$ cat config.mk
export PLATFORM = sky130hd
export DESIGN_NAME = reg_dump_engine
export DESIGN_NICKNAME = d
export VERILOG_FILES = /design/src/rtl/reg_dump_engine.sv
export SDC_FILE = /design/constraint.sdc
export NUM_CORES = 1
export LEC_CHECK = 0
export BUFFER_PORTS_ARGS = -buffer_cell sky130_fd_sc_hd__buf_2
export CAP_MARGIN = 20
export CORE_MARGIN = 5
export CORE_UTILIZATION = 51
export CTS_CLUSTER_DIAMETER = 120
export CTS_CLUSTER_SIZE = 25
export DETAILED_ROUTE_END_ITERATION = 6
export GPL_ROUTABILITY_DRIVEN = 0
export PLACE_DENSITY = 0.8
export SYNTH_ARGS = -nofsm -noshare
export SYNTH_HDL_FRONTEND = slang
export SYNTH_SLANG_ARGS = --single-unit
$ cat constraint.sdc
create_clock -name clk -period 4.4 [get_ports clk]
set_input_delay 0.22 -clock clk [delete_from_list [all_inputs] [get_ports clk]]
set_output_delay 0.22 -clock clk [all_outputs]
set_load 0.02 [all_outputs]
$ cat src/rtl/reg_dump_engine.sv
// reg_dump_engine: while the CPU is halted, walks register-file read port 2 and streams each byte on a valid/ready channel.
// Optional feature macro REGDUMP_CHECKSUM_EN appends a running-XOR checksum byte after the last register.
module reg_dump_engine #(
    parameter int NUM_REGS  = 32,
    parameter int ADDR_W    = 5,
    parameter int DATA_W    = 8,
    parameter int FIRST_REG = 0
) (
    input  logic              clk,
    input  logic              rst,
    input  logic              start,
    input  logic              cpu_halted,
    output logic [ADDR_W-1:0] rf_address,
    input  logic [DATA_W-1:0] rf_data,
    output logic [DATA_W-1:0] out_data,
    output logic              out_valid,
    input  logic              out_ready,
    output logic              busy,
    output logic              done,
    output logic              aborted
);

    localparam logic [ADDR_W-1:0] FIRST_ADDR = ADDR_W'(FIRST_REG);
    localparam logic [ADDR_W-1:0] LAST_ADDR  = ADDR_W'(FIRST_REG + NUM_REGS - 1);

    typedef enum logic [2:0] {
        S_IDLE,
        S_FETCH,
        S_SEND,
`ifdef REGDUMP_CHECKSUM_EN
        S_CSUM,
`endif
        S_DONE
    } state_t;

    state_t              state_q, state_d;
    logic [ADDR_W-1:0]   addr_q, addr_d;
    logic [DATA_W-1:0]   data_q, data_d;
    logic                abort_q, abort_d;
`ifdef REGDUMP_CHECKSUM_EN
    logic [DATA_W-1:0]   csum_q, csum_d;
    logic                csum_phase_q, csum_phase_d;
`endif

    // NOTE: every register is updated with <= so all of them see the pre-edge values of each other.
    always_ff @(posedge clk) begin
        if (rst) begin
            state_q      <= S_IDLE;
            addr_q       <= '0;
            data_q       <= '0;
            abort_q      <= 1'b0;
`ifdef REGDUMP_CHECKSUM_EN
            csum_q       <= '0;
            csum_phase_q <= 1'b0;
`endif
        end else begin
            state_q      <= state_d;
            addr_q       <= addr_d;
            data_q       <= data_d;
            abort_q      <= abort_d;
`ifdef REGDUMP_CHECKSUM_EN
            csum_q       <= csum_d;
            csum_phase_q <= csum_phase_d;
`endif
        end
    end

    // NOTE: every variable gets its hold value first so no path through the case infers a latch.
    always_comb begin
        state_d      = state_q;
        addr_d       = addr_q;
        data_d       = data_q;
        abort_d      = abort_q;
`ifdef REGDUMP_CHECKSUM_EN
        csum_d       = csum_q;
        csum_phase_d = csum_phase_q;
`endif
        case (state_q)
            S_IDLE: begin
                if (start && cpu_halted) begin
                    addr_d       = FIRST_ADDR;
                    abort_d      = 1'b0;
`ifdef REGDUMP_CHECKSUM_EN
                    csum_d       = '0;
                    csum_phase_d = 1'b0;
`endif
                    state_d      = S_FETCH;
                end
            end
            S_FETCH: begin
                if (!cpu_halted) begin
                    abort_d = 1'b1;
                    state_d = S_DONE;
                end else begin
                    data_d  = rf_data;
                    state_d = S_SEND;
                end
            end
            S_SEND: begin
                // An abort here only marks the dump; the pending byte still completes its handshake.
                if (!cpu_halted) abort_d = 1'b1;
                if (out_ready) begin
`ifdef REGDUMP_CHECKSUM_EN
                    if (!csum_phase_q) csum_d = csum_q ^ data_q;
`endif
                    if (abort_d) begin
                        state_d = S_DONE;
`ifdef REGDUMP_CHECKSUM_EN
                    end else if (csum_phase_q) begin
                        state_d = S_DONE;
                    end else if (addr_q == LAST_ADDR) begin
                        state_d = S_CSUM;
`else
                    end else if (addr_q == LAST_ADDR) begin
                        state_d = S_DONE;
`endif
                    end else begin
                        addr_d  = addr_q + ADDR_W'(1);
                        state_d = S_FETCH;
                    end
                end
            end
`ifdef REGDUMP_CHECKSUM_EN
            S_CSUM: begin
                // Loads the finished checksum and reuses SEND for its handshake.
                if (!cpu_halted) begin
                    abort_d = 1'b1;
                    state_d = S_DONE;
                end else begin
                    data_d       = csum_q;
                    csum_phase_d = 1'b1;
                    state_d      = S_SEND;
                end
            end
`endif
            S_DONE: begin
                abort_d = 1'b0;
                state_d = S_IDLE;
            end
            default: state_d = S_IDLE;
        endcase
    end

    assign rf_address = addr_q;
    assign out_data   = data_q;
    assign out_valid  = (state_q == S_SEND);
    assign busy       = (state_q != S_IDLE) && (state_q != S_DONE);
    assign done       = (state_q == S_DONE);
    assign aborted    = (state_q == S_DONE) && abort_q;

endmodule

==> summary.md, run 1 <==
| Metric | Value |
|---|---|
| Startpoint Class | register |
| Fin nets | around 150 |
| Peak supply drop | 0.302 mV |
| Post-CTS Hold Fix Bufs | 0 |
| Post-CTS setup buffers | 0 |
| Fill cell count | 140 |
| Part of the Yosys area used for sequential elements | 0.380 |
| DRT Wirelength | 2040 µm |
| HP Class | input port to register |
| Synthesized cell area | 843 µm² |
| GR Util All Layers | 0.164 |
| Total grt overflow | 0 |
| Crit Path Class | register to register |
| CTS tree | yes |
| Synth Area per Inst | 8.27 µm² |
| Final setup violation count | 0 |
| # clock sinks | 16 |
| Final ANT Viol Nets | 0 |
| Status | finished, final reports clean |
| Power Density | 504 nW/µm² |
| Initial Utilization | 0.547 |
| Area Growth Syn to Fin | 21.5% |
| Worst-Margin Slew | 0.561 ns |
| Fraction of layout cells with a size suffix above 1 | 0.277 |
| Die X | slightly above 50 µm |
| Post-route minimum period | 2.23 ns |
| Crit path required time | 4.57 ns |
| Seq cells post-synth | 16 |
| First-pass GRT wire length | 3360 µm |
| Period utilization | 0.506 |
| Vias | 839 |
| Pre-Repair DR Iteration Count | 4 |
| Root Driver | clkbuf_4 |
| Initial antenna violation count | 0 |
| # diodes | 0 |
| H-tree Lvls | 1 |
| Die Span Y | roughly 51 µm |
| Die area | 2570 µm² |
| Yosys warns | 0 |
| Core Util, Final | 0.665 |
| TritonCTS buffer count | 3 |
| IO Port Bufs | 29 |
| Slew Limit Headroom | 0.623 |
| Max Clk Rate | 449 MHz |
| Routed wire length per instance | 13.9 µm |
| LEAKAGE | 0.453 nW |
| RSZ-0062 raised after global routing | false |
| Core Region | 1540 µm² |
| CTS Buffer Depth | 2 |
| Skew-Pair Late Insertion Delay | 0.28 ns |
| Total of max-cap violations | 0 |
| Num rows | 14 |
| Final slew viol count | 0 |
| Syn Nets | 122 |
| Final Skew | 0.00186 ns |
| Remaining DRCs | 0 |
| Gate Count Post-Synth | 102 |
| Ports | 30 |
| Cell variety after synth | 29 |
| WP data arrival | between 2 and 2.5 ns |
| Most common cell after layout, fill and taps aside | buf_2 |
| Crit path capture type | register |
| Largest net degree at the start of global routing | 18 |
| Clk pin slew, worst setup/hold paths | 0.09 ns |
| Number of global-route vias before repair | roughly 800 |
| Max FO, Critical Path | 4 |
| HPWL after detailed placement | 1590 µm |
| Post-DR vias/cell | 5.75 |
| Iter 0 DRT Violations | 10 |
| Fin Setup TNS | 0 ns |
| PostCTS Resize Cnt | 0 |
| Most frequent cells in the layout | buf_2, dfxtp_1, nand2_1 |
| Hold WS | between 0.15 and 0.2 ns |
| Final hold vios | 0 |
layout make-up:
class | count | area, µm² | share of cell area
Tap cell | 16 | 20.0 | 0.0195
Timing Repair Buffer | 29 | 145 | 0.142
Clock buffer | 4 | 36.3 | 0.0354
Sequential cell | 16 | 320 | 0.313
Multi-Input combinational cell | 75 | 480 | 0.469
Inverter | 6 | 22.5 | 0.0220
layer usage:
metal / global-route usage / part of all wire / vias to the layer above
li1: - / - / 420
met1: 0.189 / 0.44 / 397
met2: 0.300 / 0.51 / 22
met3: 0.0562 / 0.055 / 0
met4: 0.0128 / 0 / 0
met5: 0 / 0 / -
critical path, stage by stage, from the launching register on:
cell       delay [ns]
dfxtp_1          0.35
ha_1             0.23
and3_1           0.19
ha_1             0.20
or3b_1           0.44
a2111oi_4        0.48
mux2_1           0.20
nor2_1           0.04
where the power goes:
| group | total, mW | switching [mW] | internal (mW) |
|---|---|---|---|
| clock | 0.0971 | 0.0467 | 0.0504 |
| sequential | 0.182 | 0.0181 | 0.164 |
| combinational | 0.237 | 0.152 | 0.0856 |
per-stage QoR:
stage	cells	cell area [µm²]	worst slack, ns	power [mW]
after floorplan	102	843	2.26	0.365
after global placement	142	988	2.30	0.413
after detailed placement	142	988	2.20	0.421
after CTS	146	1020	2.18	0.519
after global routing	146	1020	2.06	0.558
final	146	1020	2.17	0.517
cells in the mapped netlist (all sizes together):
cell | n | area (µm²)
nand3 | 12 | 60.1
and3 | 1 | 6.26
or3b | 1 | 8.76
nor2b | 1 | 6.26
inv | 6 | 22.5
buf | 2 | 8.75
a2111oi | 1 | 27.5
nor2 | 4 | 15.0
a31oi | 1 | 6.26
nand2b | 1 | 6.26
or4 | 1 | 7.51
a21bo | 1 | 10.0
dfxtp | 16 | 320
o32ai | 3 | 26.3
a21boi | 1 | 7.51
a311oi | 1 | 8.76
mux2 | 1 | 11.3
nand2 | 15 | 56.3
nor3 | 3 | 15.0
and2 | 1 | 6.26
o21ai | 3 | 15.0
clkbuf | 3 | 11.3
ha | 7 | 87.6
nor3b | 1 | 12.5
nand4 | 1 | 6.26
a211oi | 1 | 7.51
a21oi | 12 | 60.1
nor4 | 1 | 6.26
flip-flops by register name, indices dropped and copies added (netlist names):
| name | flops |
|---|---|
| abort_q | 1 |
| out_data | 8 |
| state_q | 2 |
| rf_address | 5 |
final timing paths:
kind / startpoint / endpoint / slack (ns) / cells after the start
max reg2reg: rf_address[0] / rf_address[0] / 2.17 / 7
max: rf_address[0] / rf_address[0] / 2.17 / 7
min: rf_data[4] / out_data[4] / 0.18 / 3
min reg2reg: out_data[4] / out_data[4] / 0.46 / 2
cell families (layout without fill, tap and decap cells):
group | count (synthesis) | count (layout) | share of synthesized area
buffers and inverters | 11 | 39 | 0.0504
AOI/OAI and AO/OA | 24 | 24 | 0.200
adders and majority gates | 7 | 7 | 0.104
muxes | 1 | 1 | 0.0134
and+or+nand+nor | 43 | 43 | 0.252
DFF | 16 | 16 | 0.380
Power figures use the tool's default switching activity.
==> run 2, diff against run 1 <==
--- a/config.mk
+++ b/config.mk
@@ -5,15 +5,16 @@
 export SDC_FILE = /design/constraint.sdc
 export NUM_CORES = 1
 export LEC_CHECK = 0
+export ABC_AREA = 1
 export BUFFER_PORTS_ARGS = -buffer_cell sky130_fd_sc_hd__buf_2
 export CAP_MARGIN = 20
 export CORE_MARGIN = 5
-export CORE_UTILIZATION = 51
+export CORE_UTILIZATION = 47
 export CTS_CLUSTER_DIAMETER = 120
 export CTS_CLUSTER_SIZE = 25
 export DETAILED_ROUTE_END_ITERATION = 6
 export GPL_ROUTABILITY_DRIVEN = 0
-export PLACE_DENSITY = 0.8
+export PLACE_DENSITY = 0.74
 export SYNTH_ARGS = -nofsm -noshare
 export SYNTH_HDL_FRONTEND = slang
 export SYNTH_SLANG_ARGS = --single-unit
==> constraint.sdc (replaced) <==
create_clock -name clk -period 2.1 [get_ports clk]
set_input_delay 0.105 -clock clk [delete_from_list [all_inputs] [get_ports clk]]
set_output_delay 0.105 -clock clk [all_outputs]
set_load 0.02 [all_outputs]
==> summary.md, run 2 <==
| Metric | Value |
|---|---|
| Cell Chain, Critical Path | ha_1 > nand2_1 > nor2_1 > ha_1 > inv_1 > nand3_1 > nand2_1 > nand3_2 > nand2_1 > a21oi_1 |
| Simple-gate portion of the synthesized area | 0.306 |
| Compound-cell area share of the yosys netlist | 0.120 |
| Total grt overflow | 0 |
| Peak supply drop | 0.787 mV |
| Final Instance Area | 1040 µm² |
| Post-CTS Hold Fix Bufs | 0 |
| Multiplexer share of the synthesized area | 0 |
| Post-CTS setup buffers | 0 |
| Most frequent cells in the layout | buf_2, nor2_1, nand2_1 |
| Final Skew | 0.00247 ns |
| Placed Cells | 167 |
| # diodes | 0 |
| HPWL after detailed placement | 1460 µm |
| Cell variety after synth | 20 |
| Final ANT Viol Nets | 0 |
| Area Growth Syn to Fin | 24.7% |
| Largest net degree at the start of global routing | 11 |
| Initial Utilization | 0.486 |
| Iter 0 DRT Violations | 10 |
| Core Region | 1710 µm² |
| Root Driver | clkbuf_4 |
| Final hold vios | 0 |
| Top-count cell post-synth | nor2_1 |
| Number of global-route vias before repair | 744 |
| GR Util All Layers | 0.154 |
| Buffers and inverters on the worst path | 1 |
| Period utilization | 0.781 |
| Max stage delay on crit path | 0.40 ns |
| Die Span Y | between 50 and 60 µm |
| Synthesized cell area | 831 µm² |
| Syn Nets | 134 |
| Initial antenna violation count | 0 |
| Worst-Margin Slew | 0.338 ns |
| Vias | 823 |
| Post-route minimum period | roughly 1.6 ns |
| Power Density | between 1000 and 1500 nW/µm² |
| Final setup violation count | 0 |
| Remaining DRCs | 0 |
| Fin Setup TNS | 0 ns |
| Die area | ~2700 µm² |
| Largest family of logic cells by synthesized area | simple AND/OR/NAND/NOR gates |
| Pre-Repair DR Iteration Count | 5 |
| Seq cells post-synth | 16 |
| CTS Buffer Depth | 2 |
| Num rows | 15 |
| PnR worst setup slack | roughly 0.46 ns |
| Fraction of layout cells with a size suffix above 1 | 0.295 |
| Skew-Pair Late Insertion Delay | 0.30 ns |
| Placed Area | 1000 µm² |
| RSZ-0062 raised after global routing | false |
| WP data arrival | 1.88 ns |
| CP delay by family, top | simple AND/OR/NAND/NOR gates |
| TritonCTS buffer count | 3 |
| Crit Path Class | register to register |
| Finished Layout Cells | 171 |
| First-pass GRT wire length | 3050 µm |
| DRT Wirelength | between 1500 and 2000 µm |
| Post-DR vias/cell | 4.81 |
| Status | finished, final reports clean |
| Slew Limit Headroom | 0.775 |
| Final slew viol count | 0 |
| Crit path capture type | register |
| Part of the Yosys area used for sequential elements | 0.386 |
| Number of synthesized flops with an enable pin | 0 |
| Primary FF master, synth | dfxtp_1 |
| Startpoint Class | register |
| Core Util, Final | 0.607 |
| Most instantiated cells after synthesis | nor2_1, nand2_1, dfxtp_1 |
| IO Port Bufs | 29 |
| Share of synthesized registers carrying an async set or reset | 0 |
| HP Class | input port to register |
| Post-synthesis adder-cell area fraction | 0.105 |
| # clock sinks | 16 |
| Yosys warns | 0 |
| H-tree Lvls | 1 |
| Dominant cells by area after synthesis | dfxtp_1, ha_1, nor2_1 |
| Routed wire length per instance | 10.8 µm |
| PostCTS Resize Cnt | 0 |
| Max reg flops | 8 |
| Pre-CTS WS | between 0.4 and 0.5 ns |
| Gate Count Post-Synth | between 100 and 150 |
| Most frequent CP cell | nand2_1 |
| Ports | 30 |
| Clk pin slew, worst setup/hold paths | 0.10 ns |
| Xor and xnor area share after synthesis | 0.0105 |
| CTS tree | yes |
| Die X | 52.0 µm |
| Max Clk Rate | 610 MHz |
| Leading area contributor after synthesis | dfxtp_1 |
| Max FO, Critical Path | 5 |
| Synth Area per Inst | roughly 7.3 µm² |
| Most common cell after layout, fill and taps aside | buf_2 |
| Crit path required time | 2.34 ns |
| Post-synth top area share | 0.386 |
| Total of max-cap violations | 0 |
| Worst path slowest cell | dfxtp_1 |
| LEAKAGE | 0.525 nW |
| Fin nets | 167 |
run 2: changes by cell type in the layout (fill, tap and decap cells not counted), sizes merged, moves of 3 or more:
cell / delta
nor2: +20
o21ai: +8
o32ai: -3
nand2: +6
a21oi: -3
nand3: -7
inv: +8
run 2: cells by family (layout without fill, tap and decap cells):
kind of cell             after synthesis  after routing
adder cells (fa/ha/maj)                7              7
buffers and inverters                 15             47
AND/OR/NAND/NOR                       55             55
flip-flops                            16             16
AO/OA/AOI/OAI                         20             20
XOR/XNOR                               1              1
run 2: through the flow:
step | total power [mW] | hold slack, ns
2_1_floorplan | 0.907 | 0.174
3_3_place_gp | 1.04 | 0.356
3_5_place_dp | 1.06 | 0.360
4_1_cts | 1.28 | 0.0359
5_1_grt | 1.38 | 0.0413
6_report | 1.26 | 0.0493
run 2: where the power goes:
group / leakage (nW) / internal (mW) / switching (mW)
combinational: 0.374 / 0.210 / 0.428
sequential: 0.131 / 0.367 / 0.0477
clock: 0.0210 / 0.106 / 0.104
total: 0.525 / 0.683 / 0.580
run 2: worst min-delay path, delay by kind of cell:
family          cells  cell delay [ns]
simple gates        1             0.07
compound gates      1             0.07
buf+inv             1             0.07
run 2: path summary, 6_finish.rpt:
kind / slack [ns] / start / cells past startpoint / endpoint
setup / recovery: 0.46 / rf_address[0] / 10 / rf_address[2]
hold / removal: 0.05 / rf_data[5] / 3 / out_data[5]
setup reg to reg: 0.46 / rf_address[0] / 10 / rf_address[2]
hold reg to reg: 0.48 / out_data[7] / 2 / out_data[7]
run 2: layout make-up:
cell class | count | area [µm²]
Fill cell | 160 | 672
Multi-Input combinational cell | 83 | 450
Sequential cell | 16 | 320
Timing Repair Buffer | 29 | 145
Inverter | 14 | 52.6
Clock buffer | 4 | 36.3
Tap cell | 25 | 31.3
run 2: metal layers:
layer / track usage / part of all wire / up-vias
li1: - / - / 429
met1: 0.165 / 0.42 / 366
met2: 0.268 / 0.50 / 21
met3: 0.0659 / 0.060 / 7
met4: 0.0524 / 0.017 / 0
met5: 0 / 0 / -
==> run 3, diff against run 2 <==
--- a/config.mk
+++ b/config.mk
@@ -5,7 +5,7 @@
 export SDC_FILE = /design/constraint.sdc
 export NUM_CORES = 1
 export LEC_CHECK = 0
-export ABC_AREA = 1
+export ABC_AREA = 0
 export BUFFER_PORTS_ARGS = -buffer_cell sky130_fd_sc_hd__buf_2
 export CAP_MARGIN = 20
 export CORE_MARGIN = 5
==> constraint.sdc (replaced) <==
create_clock -name clk -period 1.6 [get_ports clk]
set_input_delay 0.08 -clock clk [delete_from_list [all_inputs] [get_ports clk]]
set_output_delay 0.08 -clock clk [all_outputs]
set_load 0.02 [all_outputs]
==> summary.md, run 3 (synthesis gave the netlist of run 1 again) <==
| Metric | Value |
|---|---|
| Status | complete, but fails checks |
| Violated checks | setup timing |
| Internal power | between 1 and 1.5 mW |
| Crit Path Class | register to register |
| Switch Pwr | 0.730 mW |
| Comb pwr share | 0.605 |
| Fraction of layout cells with a size suffix above 1 | 0.487 |
| Initial antenna violation count | 0 |
| Final slew viol count | 0 |
| Switching Share | 0.409 |
| Pre-CTS WS | -0.408 ns |
| Die Span Y | 52.4 µm |
| Max reg flops | 8 |
| Max FO, Critical Path | 2 |
| First-pass GRT wire length | around 4000 µm |
| FF/Latch Area | 328 µm² |
| Num rows | 15 |
| WP data arrival | 2.21 ns |
| Final Skew | 0.0109 ns |
| HP Class | input port to register |
| Iter 0 DRT Violations | 28 |
| Fill cell count | 125 |
| Final ANT Viol Nets | 0 |
| Power Density | 1340 nW/µm² |
| Post-DR vias/cell | 5.23 |
| Total grt overflow | 0 |
| Placed Area | 1210 µm² |
| CTS Buffer Depth | 2 |
| Skew-Pair Late Insertion Delay | about 0.3 ns |
| Core Region | 1710 µm² |
| Power consumption | 1.78 mW |
| CTS tree | yes |
| Initial Utilization | 0.494 |
| Pre-Repair DR Iteration Count | 4 |
| Routed wire length per instance | 14.2 µm |
| Die X | 52.4 µm |
| DRT Wirelength | between 2000 and 3000 µm |
| Period utilization | 1.24 |
| Fin nets | approximately 180 |
| Area Growth Syn to Fin | 58.2% |
| Multi-input gate area | 571 µm² |
| Final setup violation count | 6 |
| Worst-Margin Slew | 0.345 ns |
| IO Port Bufs | 29 |
| LEAKAGE | between 0.5 and 0.6 nW |
| Number of global-route vias before repair | 931 |
| HPWL after detailed placement | 1850 µm |
| Die area | 2740 µm² |
| Clk pin slew, worst setup/hold paths | around 0.1 ns |
| CP delay by family, top | simple AND/OR/NAND/NOR gates |
| Crit path required time | 1.83 ns |
| Root Driver | clkbuf_4 |
| Ports | 30 |
| Finished Layout Cells | 181 |
| H-tree Lvls | 1 |
| # clock sinks | 16 |
| Hold WS | 0.0191 ns |
| Slew Limit Headroom | 0.770 |
| Max Clk Rate | 505 MHz |
| Largest net degree at the start of global routing | 18 |
| GR Util All Layers | 0.195 |
| Remaining DRCs | 0 |
| # diodes | 0 |
| Placed Cells | 173 |
| Crit path capture type | register |
| Fin Setup TNS | -2.05 ns |
| Worst path slowest cell | dfxtp_4 |
| Peak supply drop | 1.22 mV |
| Cell Chain, Critical Path | ha_4 > and3_4 > ha_4 > buf_6 > nor3b_4 > buf_4 > buf_6 > nand4_1 > mux2_4 > nor2_4 |
| Seq pwr share | 0.268 |
| Buffers and inverters on the worst path | 3 |
| Final hold vios | 0 |
| Final Instance Area | 1330 µm² |
| Vias | 947 |
| Core Util, Final | 0.781 |
| Clock share of power | 0.128 |
| TritonCTS buffer count | 3 |
| Max stage delay on crit path | 0.36 ns |
| RSZ-0062 raised after global routing | true |
| Startpoint Class | register |
| Total of max-cap violations | 0 |
| Most common cell after layout, fill and taps aside | buf_2 |
| PnR worst setup slack | -0.381 ns |
| Most frequent cells in the layout | buf_2, buf_4, nand2_1 |
| Post-route minimum period | 1.98 ns |
[run 3: final timing paths]
check                startpoint             to  slack, ns  cells past startpoint
setup / recovery  rf_address[1]  rf_address[0]      -0.38                     10
hold / removal       rf_data[1]    out_data[1]       0.02                      3
setup reg to reg  rf_address[1]  rf_address[0]      -0.38                     10
hold reg to reg     out_data[5]    out_data[5]       0.46                      2
[run 3: power groups by stage]
stage	Clock [mW]	Combinational, mW	Sequential (mW)
2_1_floorplan	0	0.480	0.530
6_report	0.228	1.08	0.478
4_1_cts	0.231	0.991	0.476
5_1_grt	0.251	1.18	0.485
3_3_place_gp	0	0.897	0.480
3_5_place_dp	0	0.928	0.484
[run 3: area by class of cell]
| class | instances | share of cell area |
|---|---|---|
| clock inverters | 1 | 0.00281 |
| flip-flops and latches | 16 | 0.246 |
| repair buffers | 55 | 0.266 |
| well taps | 25 | 0.0235 |
| clock buffers | 3 | 0.0169 |
| multi-input cells | 75 | 0.428 |
| inverters | 6 | 0.0169 |
[run 3: worst min-delay path, cell delays in order]
cell     delay (ns)
buf_2          0.09
nand3_1        0.05
a21oi_1        0.05
[run 3: repair_timing]
action | CTS | global route
setup endpoints to repair | 6 | 8
buffers inserted | 2 | 2
pin swaps | 5 | 7
gates resized for setup | 5 | 11
hold buffers | 0 | 0
[run 3: metal layers]
layer / global-route usage / part of all wire / vias up
met3: 0.0256 / 0.060 / 5
met4: 0.0894 / 0.016 / 0
met2: 0.347 / 0.52 / 35
met5: 0 / 0 / -
li1: - / - / 472
met1: 0.227 / 0.40 / 435
